[config.mk]
export PLATFORM = sky130hd
export DESIGN_NAME = rx_timer_ctrl
export DESIGN_NICKNAME = d
export VERILOG_FILES = /design/src/rtl/rx_pkg.sv /design/src/rtl/start_bit_det.sv /design/src/rtl/rx_timer_ctrl.sv
export SDC_FILE = /design/constraint.sdc
export NUM_CORES = 1
export LEC_CHECK = 0
export ABC_CLOCK_PERIOD_IN_PS = 5160
export BUFFER_PORTS_ARGS = -buffer_cell sky130_fd_sc_hd__buf_2
export CAP_MARGIN = 20
export CORE_UTILIZATION = 48
export CTS_CLUSTER_SIZE = 8
export DETAILED_ROUTE_END_ITERATION = 6
export GPL_TIMING_DRIVEN = 0
export PLACE_DENSITY = 0.73
export SYNTH_ARGS = -nofsm -noshare
export SYNTH_HDL_FRONTEND = slang
export SYNTH_HIERARCHICAL = 1
export SYNTH_SLANG_ARGS = --single-unit
[constraint.sdc]
create_clock -name clk -period 5.16 [get_ports clk]
set_input_delay 0.516 -clock clk [delete_from_list [all_inputs] [get_ports clk]]
set_output_delay 0.516 -clock clk [all_outputs]
set_load 0.05 [all_outputs]
[src/rtl/rx_pkg.sv]
// Shared types and constants for the serial receive control path.
package rx_pkg;

  localparam int BIT_PERIOD_W = 14;
  localparam int DATA_SIZE_W  = 4;

  localparam logic [BIT_PERIOD_W-1:0] PKG_DEF_BIT_PERIOD = 14'd10;
  localparam logic [DATA_SIZE_W-1:0]  PKG_DEF_DATA_SIZE  = 4'd8;
  localparam logic [BIT_PERIOD_W-1:0] PKG_MIN_BIT_PERIOD = 14'd4;

  typedef enum logic [2:0] {
    IDLE      = 3'd0,
    START_CHK = 3'd1,
    RECEIVE   = 3'd2,
    STOP_CHK  = 3'd3,
    LOAD      = 3'd4
  } rx_state_t;

endpackage

[src/rtl/start_bit_det.sv]
// Two-flop synchronizer for the raw receive line plus a history flop that
// flags a high-to-low transition of the synchronized line.
module start_bit_det (
  input  logic clk,
  input  logic rst,
  input  logic serial_in,
  output logic sync,
  output logic start_edge
);

  logic sync1_q;
  logic sync2_q;
  logic hist_q;

  // Reset to 1 so an idle-high line never looks like a falling edge.
  always_ff @(posedge clk) begin
    if (rst) begin
      sync1_q <= 1'b1;
      sync2_q <= 1'b1;
      hist_q  <= 1'b1;
    end else begin
      sync1_q <= serial_in;
      sync2_q <= sync1_q;
      hist_q  <= sync2_q;
    end
  end

  assign sync       = sync2_q;
  assign start_edge = hist_q & ~sync2_q;

endmodule

[src/rtl/rx_timer_ctrl.sv]
// Receive-side sequencer: qualifies the start bit, runs the bit timer for one
// frame, checks the stop bit and posts the frame to the rx buffer with status.
module rx_timer_ctrl
  import rx_pkg::*;
#(
  parameter logic [BIT_PERIOD_W-1:0] DEF_BIT_PERIOD = PKG_DEF_BIT_PERIOD,
  parameter logic [DATA_SIZE_W-1:0]  DEF_DATA_SIZE  = PKG_DEF_DATA_SIZE,
  parameter logic [BIT_PERIOD_W-1:0] MIN_BIT_PERIOD = PKG_MIN_BIT_PERIOD
) (
  input  logic                    clk,
  input  logic                    rst,
  input  logic                    serial_in,
  input  logic                    cfg_valid,
  input  logic [BIT_PERIOD_W-1:0] cfg_bit_period,
  input  logic [DATA_SIZE_W-1:0]  cfg_data_size,
  output logic                    cfg_ready,
  output logic                    cfg_err,
  input  logic                    shift_strobe,
  input  logic                    packet_done,
  input  logic                    stop_bit,
  input  logic                    data_read,
  output logic                    enable_timer,
  output logic [BIT_PERIOD_W-1:0] bit_period,
  output logic [DATA_SIZE_W-1:0]  data_size,
  output logic                    sbc_clear,
  output logic                    load_buffer,
  output logic                    data_ready,
  output logic                    framing_error,
  output logic                    overrun_error,
  output logic [2:0]              dbg_state
);

  rx_state_t               state_q;
  logic [BIT_PERIOD_W-1:0] half_cnt_q;
  logic [BIT_PERIOD_W-1:0] bit_period_q;
  logic [DATA_SIZE_W-1:0]  data_size_q;
  logic                    stop_q;
  logic                    enable_timer_q, cfg_ready_q, cfg_err_q;
  logic                    sbc_clear_q, load_buffer_q;
  logic                    data_ready_q, framing_error_q, overrun_error_q;

  logic sync;
  logic start_edge;
  logic cfg_ok;
  logic half_done;
  logic unused_shift_strobe;

  // Bit-centre strobes are consumed by the timer/shift register, not here.
  assign unused_shift_strobe = shift_strobe;

  start_bit_det u_start_bit_det (
    .clk       (clk),
    .rst       (rst),
    .serial_in (serial_in),
    .sync      (sync),
    .start_edge(start_edge)
  );

  assign cfg_ok    = (cfg_bit_period >= MIN_BIT_PERIOD) &&
                     (cfg_data_size != '0) && (cfg_data_size <= 4'd8);
  assign half_done = (half_cnt_q == (bit_period_q >> 1));

  // Valid/ready on the config port: a write is taken on any cycle where
  // cfg_valid && cfg_ready, unless a start edge claims that same cycle.
  always_ff @(posedge clk) begin
    if (rst) begin
      state_q         <= IDLE;
      half_cnt_q      <= '0;
      bit_period_q    <= DEF_BIT_PERIOD;
      data_size_q     <= DEF_DATA_SIZE;
      stop_q          <= 1'b0;
      enable_timer_q  <= 1'b0;
      cfg_ready_q     <= 1'b1;
      cfg_err_q       <= 1'b0;
      sbc_clear_q     <= 1'b0;
      load_buffer_q   <= 1'b0;
      data_ready_q    <= 1'b0;
      framing_error_q <= 1'b0;
      overrun_error_q <= 1'b0;
    end else begin
      cfg_err_q     <= 1'b0;
      sbc_clear_q   <= 1'b0;
      load_buffer_q <= 1'b0;
      if (data_read) begin
        data_ready_q    <= 1'b0;
        overrun_error_q <= 1'b0;
      end
      case (state_q)
        IDLE: begin
          if (start_edge) begin
            state_q         <= START_CHK;
            cfg_ready_q     <= 1'b0;
            sbc_clear_q     <= 1'b1;
            framing_error_q <= 1'b0;
            half_cnt_q      <= '0;
          end else if (cfg_valid) begin
            if (cfg_ok) begin
              bit_period_q <= cfg_bit_period;
              data_size_q  <= cfg_data_size;
            end else begin
              cfg_err_q <= 1'b1;
            end
          end
        end
        START_CHK: begin
          // Re-sample the line half a bit in; still low means a real start bit.
          if (half_done) begin
            if (!sync) begin
              state_q        <= RECEIVE;
              enable_timer_q <= 1'b1;
            end else begin
              state_q     <= IDLE;
              cfg_ready_q <= 1'b1;
            end
          end else begin
            half_cnt_q <= half_cnt_q + 1'b1;
          end
        end
        RECEIVE: begin
          if (packet_done) begin
            state_q        <= STOP_CHK;
            enable_timer_q <= 1'b0;
            stop_q         <= stop_bit;
          end
        end
        STOP_CHK: begin
          if (stop_q) begin
            state_q       <= LOAD;
            load_buffer_q <= 1'b1;
          end else begin
            state_q         <= IDLE;
            cfg_ready_q     <= 1'b1;
            framing_error_q <= 1'b1;
          end
        end
        LOAD: begin
          // A read landing on the load cycle consumed the old byte: no overrun.
          state_q         <= IDLE;
          cfg_ready_q     <= 1'b1;
          data_ready_q    <= 1'b1;
          overrun_error_q <= data_read ? 1'b0 : (overrun_error_q | data_ready_q);
        end
        default: begin
          state_q     <= IDLE;
          cfg_ready_q <= 1'b1;
        end
      endcase
    end
  end

  assign cfg_ready     = cfg_ready_q;
  assign cfg_err       = cfg_err_q;
  assign enable_timer  = enable_timer_q;
  assign bit_period    = bit_period_q;
  assign data_size     = data_size_q;
  assign sbc_clear     = sbc_clear_q;
  assign load_buffer   = load_buffer_q;
  assign data_ready    = data_ready_q;
  assign framing_error = framing_error_q;
  assign overrun_error = overrun_error_q;
  assign dbg_state     = state_q;

endmodule

# Word-level counts from Yosys, hierarchy flattened
# Index checks and enable logic that the tools add are counted.
# op_classes
add_sub_neg,1
eq_ne,12
n_mux,26
n_bitwise,8
n_lt_le_gt_ge,2
n_reduce_logical,18
# op_table
cell,n
14-bit 2-to-1 mux,2
14-bit one-hot mux with 2 select lines,1
"14-bit by 1-bit adder with 14-bit output, second input constant",1
14-bit by 13-bit == test with 1-bit output,1
"14-bit by 3-bit greater-or-equal comparator with 1-bit output, second input constant",1
1-bit 2-to-1 mux,14
3-bit 2-to-1 mux,4
"2-bit != test, second input constant",6
3-bit one-hot mux with 4 select lines,1
3-bit AND reduction,3
4-bit AND reduction,2
2-bit nonzero test,4
"3-bit by 2-bit == test with 1-bit output, second input constant",2
1-bit NOT,6
5-bit AND reduction,1
"4-bit less-or-equal comparator, second input constant",1
1-bit one-hot mux with 2 select lines,2
1-bit one-hot mux with 4 select lines,1
4-bit nonzero test,1
2-bit OR reduction,2
4-bit OR reduction,1
"3-bit by 1-bit == test with 1-bit output, second input constant",1
"3-bit == test, second input constant",1
3-bit logical NOT,1
other kinds (6),7
# word_totals
wordCells,83
regBits,47
in_bits,26
output_inout_bits,29

# Longest topological paths before layout
# Gate-level depths: netlist of run 1.
# depth
word_depth,4
depth_mapped,8
mapped_depth_nobuf,7

# Cells and area by module
# The synthesis of run 1 kept the hierarchy.
# by_module_without_submodules
mod,area_per_inst_um2,n_inst,cells_each,seq_area_each_um2
rx_timer_ctrl,2075.7,1,228,880.8
start_bit_det,85.1,1,7,60.1

# Least setup slack after synthesis of run 1
# Ideal clock, no wire load.
# synth_path
path_type,flip-flop to flip-flop
startpoint,register state_q[0] (netlist: dbg_state[0])
endpoint,register half_cnt_q[10]
arrival_time_ns,2.022
slack_ns,3.022
path_stages_with_launch,8
path_cell_list,dfxtp_1 -> buf_4 -> nor3b_1 -> nor2_1 -> nor2_4 -> buf_4 -> a31oi_1 -> a41o_1
# synth_via
elab_chain_cells,3
elab_cells_between_ends,7
classes_between,eq/ne (3); mux (1); reduce/logical (3)
# synth_rtl
element,line,rtl
start: declaration,rx_timer_ctrl.sv:33,rx_state_t state_q;
start signal: assignment,rx_timer_ctrl.sv:67,state_q <= IDLE;
start signal: assignment,rx_timer_ctrl.sv:91,state_q <= START_CHK;
start signal: assignment,rx_timer_ctrl.sv:109,state_q <= RECEIVE;
3-bit by 1-bit == test with 1-bit output / 3-bit logical NOT (equally long branches),rx_timer_ctrl.sv:88,case (state_q)
2-bit != test (no line) / 2-bit nonzero test (equally long branches),n/a,
3-bit AND reduction (no line),n/a,
end signal: assignment,rx_timer_ctrl.sv:116,half_cnt_q <= half_cnt_q + 1'b1;
end: declaration,rx_timer_ctrl.sv:34,logic [BIT_PERIOD_W-1:0] half_cnt_q;
# Parallel ways exist; a longest one is shown, timed or not.
# A chain may end at the register's enable or synchronous reset.

# Final worst setup path of run 1
# layout_path
startpoint,register u_start_bit_det.sync2_q (netlist: u_start_bit_det/sync)
endpoint,register half_cnt_q[10]
# layout_via
elab_chain_cells,4
# layout_rtl
element,line,rtl
start: declaration,start_bit_det.sv:12,logic sync2_q;
start signal: assignment,start_bit_det.sv:23,sync2_q <= sync1_q;
1-bit NOT,start_bit_det.sv:29,assign start_edge = hist_q & ~sync2_q;
1-bit AND,start_bit_det.sv:29,
net start_edge,rx_timer_ctrl.sv:43,logic start_edge;
2-bit != test (no line),n/a,
3-bit AND reduction (no line),n/a,
# The timed path passes the listed nets, and every way through them passes these cells.

==> summary.md, run 1 <==
| Metric | Value |
|---|---|
| Outcome | finished, final reports clean |
| Total grt overflow | 0 |
| Clock tree root buffer cell | clkbuf_8 |
| Final period demand of the worst path | 2.17 ns |
| CP arrival | 2.37 ns |
| Crit Path Category | reg2reg |
| Setup bufs post-CTS | 0 |
| Top post-synthesis cells by count | 47 x dfxtp_1, 36 x nor2_1, 21 x mux2i_1 |
| Area growth from synthesis to layout | 19.3% |
| Global-route total usage across every layer | 20.2% |
| Number of antenna violations at the first check in global routing | 0 |
| Pre-antenna DRT Iters | 4 |
| Dominant combinational cell family by area after synthesis | simple AND/OR/NAND/NOR gates |
| Total nets after synthesis | 262 |
| Crit. End Element | flip-flop |
| Wire length of the first global-routing pass | 7.78 mm |
| Worst hold-check path type | in2reg |
| Clk_skew | 0.00875 ns |
| Vert. Die Dim | 69.1 um |
| EDFF count, synth | 0 |
| Flip-flop and latch count after synthesis | 47 |
| Number of antenna diodes | 0 |
| Worst-Margin Slew | 0.714 ns |
| Overall via count from detail_route | 1874 |
| DRT iter0 DRCs | 73 |
| Endpoints failing setup | 0 |
| RSZ-0062 raised after global routing | no |
| Reg-to-reg setup timing slack | 2.99 ns |
| H-tree levels | 2 |
| Per-cell via count in the routed design | 5.40 |
| Total clock buffers created by CTS | 5 |
| Leak pwr | 1.29 nW |
| Post-CTS sizing | 0 |
| R2R depth | 8 |
| Most frequently used cell type in the post-synthesis netlist | dfxtp_1 |
| Maximum number of pins on one net before global-route repair | 14 |
| Capturing point of the worst reg2reg path | half_cnt_q[10]$_SDFFE_PP0P_ |
| TritonCTS clock tree | built |
| Number of max-slew violations in the final report | 0 |
| Die outline width | 69.1 um |
| Core Footprint | 4350 sq um |
| Final Wtd Congestion | 0.828 |
| Number of top-level design ports | 55 |
| Final worst-path cycle share | 42.1% |
| Clock transition at the registers of the reported paths | 0.09 ns |
| Synth Area in Simple Gates | 25.8% |
| Mean instance size in the synthesized netlist | 9.19 sq um |
| Data required time of the worst path | 5.36 ns |
| Insertion delay of the later-clocked pin in the worst-skew pair | 0.30 ns |
| Cell accounting for the most synthesized area | dfxtp_1 |
| Complex-gate fraction of the synthesized area | 7.64% |
| Post-detail-place hpwl | 3.44 mm |
| Num Clock Sinks | 47 |
| Max Cap Viol | 0 |
| TNS Setup | 0 ns |
| Share of synthesized area spent on multiplexers | 10.2% |
| Top cells by area in the synthesized netlist | dfxtp_1 44%, mux2i_1 9.7%, nor2_1 6.3%, xor2_1 5.7%, nand2_1 2.4% |
| Ratio of cells with drive above 1 in the final layout | 26.1% |
| Launching point of the worst reg2reg path | u_start_bit_det/sync$_SDFF_PP1_ |
| Count of unresolved DRC violations after routing | 0 |
| Dominant register cell in the synthesized netlist | dfxtp_1 |
| Worst setup endpoint | half_cnt_q[10]$_SDFFE_PP0P_ |
| Worst hold slack across all endpoints | 0.389 ns |
| Timing-limited maximum frequency | 460 MHz |
| Total Routed Length | 4.70 mm |
| Total Die Area | 4770 sq um |
| Max-slew headroom at the worst pin | 52.2% |
| Number of warnings issued by yosys | 6 |
| Cell row count | 24 |
| Number of nets at the end of the flow | 322 |
| CP max FO | 10 |
| CP startpoint kind | flip-flop |
| Max VDD drop | 0.179 mV |
| Fraction of post-synthesis cell area in the top cell type by area | 43.5% |
| Number of distinct library cells after synthesis | 43 |
| Synth Instances | 235 |
| XOR/XNOR share of the synthesized area | 6.89% |
| Final Hold Viols | 0 |
| Post-synthesis instance area | 2160 sq um |
| Worst Setup SP | u_start_bit_det/sync$_SDFF_PP1_ |
| Initial standard-cell utilization of the core | 49.6% |
| Seq/Total Area, Yosys | 43.5% |
| Routed length per placed instance | 13.6 um |
| Ys async rst share | 0% |
| Clock tree buffer depth | 2 |
| Hold-fix buffer count after cts | 0 |
| Number of port buffers | 53 |
| Routed Antenna Nets | 0 |
| Number of global-route vias before repair | 1698 |
| Adder-cell share of the synthesized area | 0.579% |
| Power density over cell area | 286 nW/um^2 |
per-stage QoR:
stage / worst slack (ns) / cells / area [sq um] / util, % / power (mW)
after global placement: 2.84 / 340 / 2490 / 57.2 / 0.519
after detailed placement: 2.85 / 340 / 2490 / 57.2 / 0.521
after CTS: 2.98 / 347 / 2580 / 59.2 / 0.738
after floorplan: 3.02 / 235 / 2160 / - / 0.485
final: 2.99 / 347 / 2580 / 59.2 / 0.736
after global routing: 2.75 / 347 / 2580 / 59.2 / 0.764
registers in the layout, summed over array words and instances, names as in the netlist, 3 cells and up:
signal      cells
data_size       4
dbg_state       3
half_cnt_q     14
bit_period     14
where the power goes:
group / total, mW / internal [mW] / switching (mW)
Sequential: 0.384 / 0.375 / 0.00935
Clock: 0.224 / 0.105 / 0.119
Combinational: 0.128 / 0.0435 / 0.0849
critical path, stage by stage, from the launching register on:
cell and delay [ns]:
dfxtp_1 0.33, nor2b_1 0.26, nor4b_4 0.51, nor3_1 0.11, and4_4 0.24, nor2_4 0.14
buf_4 0.19, a31oi_1 0.09, a41o_1 0.22
cell type report:
cell class	instances	area [sq um]
clock inverters	1	5.00
inverters	8	30.0
fillers	402	1780
multi-input cells	168	1110
repair buffers	53	265
flip-flops and latches	47	941
well taps	52	65.1
clock buffers	6	82.6
plain buffers	12	83.8
per-layer routing:
layer  up-vias  share of wire [%]  track usage (%)  wire length (um)
met4         0                1.2             5.90                56
met5         -                  0                0                 0
met2        48                 46             31.6              2160
met3         6                4.8             5.56               225
li1        938                  -                -                 -
met1       882                 48             27.3              2260
cell families (layout without fill, tap and decap cells):
group / count (synthesis) / in the layout
buffers and inverters: 20 / 80
adders and majority gates: 1 / 1
muxes: 22 / 22
and+or+nand+nor: 104 / 104
AOI/OAI and AO/OA: 24 / 24
DFF: 47 / 47
xor gates and xnor gates: 17 / 17
worst min path at each step:
stage                                       startpoint                              end  slack (ns)  cells after the start
floorplan           u_start_bit_det/sync1_q$_SDFF_PP1_  u_start_bit_det/sync$_SDFF_PP1_        0.39                      1
global placement    u_start_bit_det/sync1_q$_SDFF_PP1_  u_start_bit_det/sync$_SDFF_PP1_        0.40                      1
detailed placement  u_start_bit_det/sync1_q$_SDFF_PP1_  u_start_bit_det/sync$_SDFF_PP1_        0.40                      1
CTS                                          data_read       overrun_error$_SDFFE_PP0P_        0.39                      2
global route                                 data_read       overrun_error$_SDFFE_PP0P_        0.40                      2
finish                                       data_read       overrun_error$_SDFFE_PP0P_        0.39                      2
cells in the final DEF, fill, tap and decap left out, types with 3 or more instances in the layout:
cell type / count
a211o_1: 3
and3_1: 3
nor4_1: 7
xnor2_1: 3
mux2i_1: 21
buf_6: 4
a21oi_1: 8
nand4_1: 6
or3_1: 5
and2_1: 3
nor2_1: 36
clkbuf_1: 5
buf_2: 54
nor3_1: 6
dfxtp_1: 47
inv_1: 8
nand2_1: 14
clkbuf_8: 6
a31o_2: 3
xor2_1: 14
or2_1: 3
nand3_1: 8
Power figures use the tool's default switching activity.
==> run 2: changes to the inputs <==
--- a/config.mk
+++ b/config.mk
@@ -5,14 +5,14 @@
 export SDC_FILE = /design/constraint.sdc
 export NUM_CORES = 1
 export LEC_CHECK = 0
-export ABC_CLOCK_PERIOD_IN_PS = 5160
+export ABC_CLOCK_PERIOD_IN_PS = 1800
 export BUFFER_PORTS_ARGS = -buffer_cell sky130_fd_sc_hd__buf_2
 export CAP_MARGIN = 20
-export CORE_UTILIZATION = 48
+export CORE_UTILIZATION = 47
 export CTS_CLUSTER_SIZE = 8
 export DETAILED_ROUTE_END_ITERATION = 6
 export GPL_TIMING_DRIVEN = 0
-export PLACE_DENSITY = 0.73
+export PLACE_DENSITY = 0.75
 export SYNTH_ARGS = -nofsm -noshare
 export SYNTH_HDL_FRONTEND = slang
 export SYNTH_HIERARCHICAL = 1
==> constraint.sdc (replaced) <==
create_clock -name clk -period 1.8 [get_ports clk]
set_input_delay 0.18 -clock clk [delete_from_list [all_inputs] [get_ports clk]]
set_output_delay 0.18 -clock clk [all_outputs]
set_load 0.05 [all_outputs]
==> summary.md, run 2 (synthesis results as in run 1) <==
| Metric | Value |
|---|---|
| Overall via count from detail_route | 1959 (+4.5%) |
| Area of all placed cells without fillers | 2780 sq um (+7.7%) |
| CP arrival | 2.02 ns (-0.35 ns) |
| Worst hold-check path type | in2reg |
| Crit. End Element | flip-flop |
| Timing-limited maximum frequency | 548 MHz (+19%) |
| Routed length per placed instance | 14.5 um (+7.2%) |
| Fraction of the core area covered by cells at the end of the flow | 63.4% (+4.1 points) |
| Final period demand of the worst path | 1.82 ns (-0.351 ns) |
| Count of unresolved DRC violations after routing | 0 (unchanged) |
| Count of cells along the worst hold path | 2 (unchanged) |
| Routed Antenna Nets | 0 (unchanged) |
| Failing checks | setup timing |
| Highest-count cells in the layout ignoring fill and taps | 53 x buf_2, 38 x dfxtp_1, 36 x nor2_1 |
| Die outline width | 69.8 um (+1.0%) |
| Ordered list of cells on the worst path | buf_6, nor4b_4, nor3_2, and4_4, nor2_4, buf_6, a31oi_1, a41o_1 |
| Overall power after layout | 2.17 mW (+200%) |
| Total grt overflow | 0 (unchanged) |
| Final Hold Viols | 0 (unchanged) |
| Core Footprint | 4380 sq um (+0.69%) |
| Final Wtd Congestion | 0.831 (+0.39%) |
| CP max FO | 5 (-5) |
| Slowest library cell on the worst path | nor4b_4 |
| TNS Setup | -0.0647 ns (-0.0647 ns) |
| Number of nets at the end of the flow | 333 (+3.4%) |
| Final Instance Count excl. Fillers | 359 (+3.5%) |
| Num Clock Sinks | 47 (unchanged) |
| Clock tree root buffer cell | clkbuf_8 |
| CP startpoint kind | flip-flop |
| Top delay family on crit path | simple AND/OR/NAND/NOR gates |
| Highest cell delay on the worst timing path | 0.39 ns (-0.12 ns) |
| Fillers | 379 (-5.7%) |
| Placed inst area | 2500 sq um (+0.50%) |
| Number of antenna diodes | 0 (unchanged) |
| Ratio of cells with drive above 1 in the final layout | 34.5% (+8.4 points) |
| Total Die Area | 4870 sq um (+2.1%) |
| Number of top-level design ports | 55 (unchanged) |
| Max Cap Viol | 0 (unchanged) |
| Placed instance count | 340 (unchanged) |
| Total clock buffers created by CTS | 5 (unchanged) |
| Number of antenna violations at the first check in global routing | 0 (unchanged) |
| H-tree levels | 2 (unchanged) |
| Leak pwr | 1.39 nW (+7.9%) |
| Worst slack at placement | -0.476 ns (-3.32 ns) |
| Clk_skew | 0.00967 ns (+0.000917 ns) |
| Max-slew headroom at the worst pin | 52.6% (+0.40 points) |
| Final worst-path cycle share | 101% (+59 points) |
| TritonCTS clock tree | built |
| Endpoints failing setup | 4 (+4) |
| DRT iter0 DRCs | 192 (+160%) |
| Initial standard-cell utilization of the core | 49.3% (-0.34 points) |
| Total Routed Length | 5.22 mm (+11%) |
| Insertion delay of the later-clocked pin in the worst-skew pair | 0.31 ns (about the same) |
| Power density over cell area | 783 nW/um^2 (+170%) |
| Vert. Die Dim | 69.8 um (+1.0%) |
| Most prevalent standard cell on the critical path | buf_6 |
| Number of global-route vias before repair | 1871 (+10%) |
| Pre-antenna DRT Iters | 4 (unchanged) |
| Max VDD drop | 0.487 mV (+170%) |
| Number of port buffers | 53 (unchanged) |
| Critical Path Stages | 8 (unchanged) |
| Commonest non-fill, non-tap cell in the layout | buf_2 |
| WP buf/inv | 2 (+1) |
| Final setup slack of the worst path | -0.0233 ns (-3.01 ns) |
| Maximum number of pins on one net before global-route repair | 16 (+2) |
| Clock transition at the registers of the reported paths | 0.09 ns (about the same) |
| Outcome | complete, but fails checks |
| Number of max-slew violations in the final report | 0 (unchanged) |
| Data required time of the worst path | 2.00 ns (-3.36 ns) |
| Wire length of the first global-routing pass | 8.44 mm (+8.5%) |
| R2R depth | 8 (unchanged) |
| Worst-Margin Slew | 0.708 ns (-0.00603 ns) |
| Worst hold slack across all endpoints | 0.0403 ns (-0.349 ns) |
| RSZ-0062 raised after global routing | yes |
| Post-detail-place hpwl | 3.55 mm (+3.3%) |
| Per-cell via count in the routed design | 5.46 (+1.0%) |
| Area growth from synthesis to layout | 28.5% |
| Crit Path Category | reg2reg |
| Clock tree buffer depth | 2 (unchanged) |
| Global-route total usage across every layer | 21.6% (+1.4 points) |
| Cell row count | 24 (unchanged) |
## run 2: cell count changes in the layout (fill, tap and decap cells not counted), moves of 2 or more
cell / change
buf_4: +11
buf_6: -2
nor4_2: +3
dfxtp_2: +7
dfxtp_1: -9
dfxtp_4: +2
buf_12: +2
nor4_1: -3
## run 2: power breakdown
part | switching, mW | total [mW] | internal (mW) | leakage [nW]
logic | 0.257 | 0.416 | 0.159 | 0.956
clock network | 0.373 | 0.654 | 0.281 | 0.0461
registers | 0.0312 | 1.10 | 1.07 | 0.386
total | 0.661 | 2.17 | 1.51 | 1.39
## run 2: path summary, 6_finish.rpt
| path | end | startpoint | slack [ns] |
|---|---|---|---|
| hold / removal | overrun_error$_SDFFE_PP0P_ | data_read | 0.04 |
| hold reg to reg | u_start_bit_det/sync$_SDFF_PP1_ | u_start_bit_det/sync1_q$_SDFF_PP1_ | 0.43 |
| setup / recovery | half_cnt_q[10]$_SDFFE_PP0P_ | dbg_state[2]$_SDFFE_PP0P_ | -0.02 |
| setup reg to reg | half_cnt_q[10]$_SDFFE_PP0P_ | dbg_state[2]$_SDFFE_PP0P_ | -0.02 |
## run 2: layout make-up
type,instances,area (sq um),share of cell area [%]
multi-input combinational,168,1150,41.6
sequential,47,957,34.5
timing repair buffer,69,422,15.2
clock buffer,6,72.6,2.61
tap,52,65.1,2.34
buffer,7,61.3,2.21
inverter,8,30.0,1.08
clock inverter,2,15.0,0.541
## run 2: what timing repair did
item                                   4_1_cts  5_1_grt
hold buffers                                 0        0
endpoints found under the hold margin        0        0
gates resized for setup                     13        8
gates cloned                                 2        0
setup buffers                               11        3
pin swaps                                    8        9
setup endpoints to repair                   34       33
## run 2: metal layers
| layer | up-vias | global-route usage [%] | part of all wire (%) |
|---|---|---|---|
| met2 | 59 | 35.6 | 49 |
| met1 | 929 | 28.1 | 45 |
| met4 | 0 | 8.67 | 1.9 |
| li1 | 961 | - | - |
| met3 | 10 | 3.78 | 4.3 |
| met5 | - | 0 | 0 |
==> run 3: changes to the inputs <==
--- a/config.mk
+++ b/config.mk
@@ -8,11 +8,13 @@
 export ABC_CLOCK_PERIOD_IN_PS = 1800
 export BUFFER_PORTS_ARGS = -buffer_cell sky130_fd_sc_hd__buf_2
 export CAP_MARGIN = 20
-export CORE_UTILIZATION = 47
+export CELL_PAD_IN_SITES_DETAIL_PLACEMENT = 0
+export CELL_PAD_IN_SITES_GLOBAL_PLACEMENT = 1
+export CORE_UTILIZATION = 35
 export CTS_CLUSTER_SIZE = 8
 export DETAILED_ROUTE_END_ITERATION = 6
 export GPL_TIMING_DRIVEN = 0
-export PLACE_DENSITY = 0.75
+export PLACE_DENSITY_LB_ADDON = 0.1
 export SYNTH_ARGS = -nofsm -noshare
 export SYNTH_HDL_FRONTEND = slang
 export SYNTH_HIERARCHICAL = 1
==> summary.md, run 3 (synthesis results as in run 1) <==
| Metric | Value |
|---|---|
| Total Routed Length | 5.71 mm (+9.5%) |
| TritonCTS clock tree | built |
| Failing checks | setup timing |
| Power density over cell area | 768 nW/um^2 (-1.9%) |
| Area growth from synthesis to layout | 30.2% |
| Number of max-slew violations in the final report | 0 (unchanged) |
| Max-slew headroom at the worst pin | 63.4% (+11 points) |
| Clock tree root buffer cell | clkbuf_8 |
| Final period demand of the worst path | 1.81 ns (-0.0180 ns) |
| Placed inst area | 2530 sq um (+1.1%) |
| Maximum number of pins on one net before global-route repair | 15 (-1) |
| CP max FO | 5 (unchanged) |
| Pre-antenna DRT Iters | 4 (unchanged) |
| Number of port buffers | 53 (unchanged) |
| Routed length per placed instance | 14.8 um (+2.1%) |
| Slowest library cell on the worst path | dfxtp_4 |
| Ratio of cells with drive above 1 in the final layout | 35.5% (+0.96 points) |
| Final worst-path cycle share | 100% (-1.0 points) |
| Hold-fix buffer count after cts | 0 (unchanged) |
| Vert. Die Dim | 80.6 um (+15%) |
| Ordered list of cells on the worst path | buf_6, nor4b_4, nor3_1, and4_4, nor2_4, buf_6, a31oi_1, a41o_1 |
| Per-cell via count in the routed design | 5.05 (-7.5%) |
| Most prevalent standard cell on the critical path | buf_6 |
| Num Clock Sinks | 47 (unchanged) |
| Total grt overflow | 0 (unchanged) |
| CP startpoint kind | flip-flop |
| Overall via count from detail_route | 1943 (-0.82%) |
| DRT iter0 DRCs | 70 (-64%) |
| Clk_skew | 0.0131 ns (+0.00339 ns) |
| Initial standard-cell utilization of the core | 36.5% (-13 points) |
| Total clock buffers created by CTS | 5 (unchanged) |
| Global-route total usage across every layer | 18.6% (-3.0 points) |
| Number of antenna violations at the first check in global routing | 0 (unchanged) |
| Max Cap Viol | 0 (unchanged) |
| Final Wtd Congestion | 0.815 (-2.0%) |
| TNS Setup | -0.00649 ns (+0.0582 ns) |
| Crit Path Category | reg2reg |
| Cell row count | 28 (+17%) |
| Area of all placed cells without fillers | 2810 sq um (+1.3%) |
| Highest cell delay on the worst timing path | 0.36 ns (-0.03 ns) |
| Outcome | complete, but fails checks |
| Number of global-route vias before repair | 1834 (-2.0%) |
| Number of nets at the end of the flow | 336 (+0.90%) |
| H-tree levels | 2 (unchanged) |
| Final setup slack of the worst path | -0.00530 ns (+0.0180 ns) |
| Number of top-level design ports | 55 (unchanged) |
| Leak pwr | 1.39 nW (+0.50%) |
| Total Die Area | 6490 sq um (+33%) |
| Post-detail-place hpwl | 3.97 mm (+12%) |
| Clock tree buffer depth | 2 (unchanged) |
| Count of unresolved DRC violations after routing | 0 (unchanged) |
| Worst hold-check path type | in2reg |
| Insertion delay of the later-clocked pin in the worst-skew pair | 0.30 ns (about the same) |
| Commonest non-fill, non-tap cell in the layout | buf_2 |
| Overall power after layout | 2.16 mW (-0.64%) |
| Worst-Margin Slew | 0.547 ns (-0.162 ns) |
| Final Hold Viols | 0 (unchanged) |
| Crit. End Element | flip-flop |
| Endpoints failing setup | 2 (-2) |
| CP arrival | 2.00 ns (-0.02 ns) |
| Routed Antenna Nets | 0 (unchanged) |
| Number of antenna diodes | 0 (unchanged) |
| Clock transition at the registers of the reported paths | 0.09 ns (about the same) |
| Max VDD drop | 0.444 mV (-8.9%) |
| Wire length of the first global-routing pass | 9.07 mm (+7.5%) |
| Die outline width | 80.6 um (+15%) |
| RSZ-0062 raised after global routing | yes |
| Timing-limited maximum frequency | 554 MHz (+1.0%) |
| Highest-count cells in the layout ignoring fill and taps | 54 x buf_2, 40 x dfxtp_1, 34 x nor2_1 |
| Data required time of the worst path | 1.99 ns (about the same) |
| Core Footprint | 5920 sq um (+35%) |
[run 3: cell types whose count changed in the layout (fill, tap and decap cells not counted), sizes merged]
cell and change:
clkinv +1, clkinvlp +1, buf +3, inv -2
[run 3: timing repair]
item / 4_1_cts / 5_1_grt
gates resized for setup: 14 / 6
setup buffers: 15 / 2
gates cloned: 2 / 0
pin swaps: 8 / 1
endpoints found under the setup margin: 35 / 32
[run 3: cell type report]
cell class,instances,area [sq um]
well taps,75,93.8
repair buffers,72,429
plain buffers,7,61.3
multi-input cells,168,1160
flip-flops and latches,47,957
inverters,8,30.0
clock inverters,2,12.5
clock buffers,6,72.6
fillers,613,3110
[run 3: final timing paths]
path,cells past startpoint,slack (ns),from,to
min,2,0.05,data_read,overrun_error$_SDFFE_PP0P_
max,8,-0.005,dbg_state[0]$_SDFFE_PP0P_,half_cnt_q[10]$_SDFFE_PP0P_
max reg2reg,8,-0.005,dbg_state[0]$_SDFFE_PP0P_,half_cnt_q[10]$_SDFFE_PP0P_
min reg2reg,1,0.41,u_start_bit_det/sync1_q$_SDFF_PP1_,u_start_bit_det/sync$_SDFF_PP1_
[run 3: metrics by stage]
stage	hold slack [ns]	setup slack, ns	utilization (%)	cells
final	0.0527	-0.00530	47.5	385
after detailed placement	0.362	-0.509	42.8	363
after CTS	0.0443	-0.0554	46.8	383
after global placement	0.358	-0.532	42.8	363
after global routing	0.0406	-0.0906	47.5	385
after floorplan	0.259	-0.176	-	235
[run 3: worst max-delay path, delay by kind of cell (launching register included)]
family,cells,cell delay (ns)
simple gates,4,0.79
compound gates,2,0.29
flops,1,0.36
buf+inv,2,0.26
[run 3: metal layers]
metal	GRT usage, %	up-vias	wire [um]	part of all wire (%)
met5	0	-	0	0
met4	6.61	0	84	1.5
met3	4.43	9	272	4.8
met2	27.7	55	2530	44
met1	25.8	907	2830	49
li1	-	972	-	-
[run 3: power by group]
| group | leakage (nW) | internal (mW) | total (mW) | switching (mW) |
|---|---|---|---|---|
| sequential | 0.385 | 1.07 | 1.10 | 0.0304 |
| clock | 0.0412 | 0.272 | 0.629 | 0.357 |
| combinational | 0.968 | 0.167 | 0.428 | 0.262 |
| total | 1.39 | 1.51 | 2.16 | 0.649 |
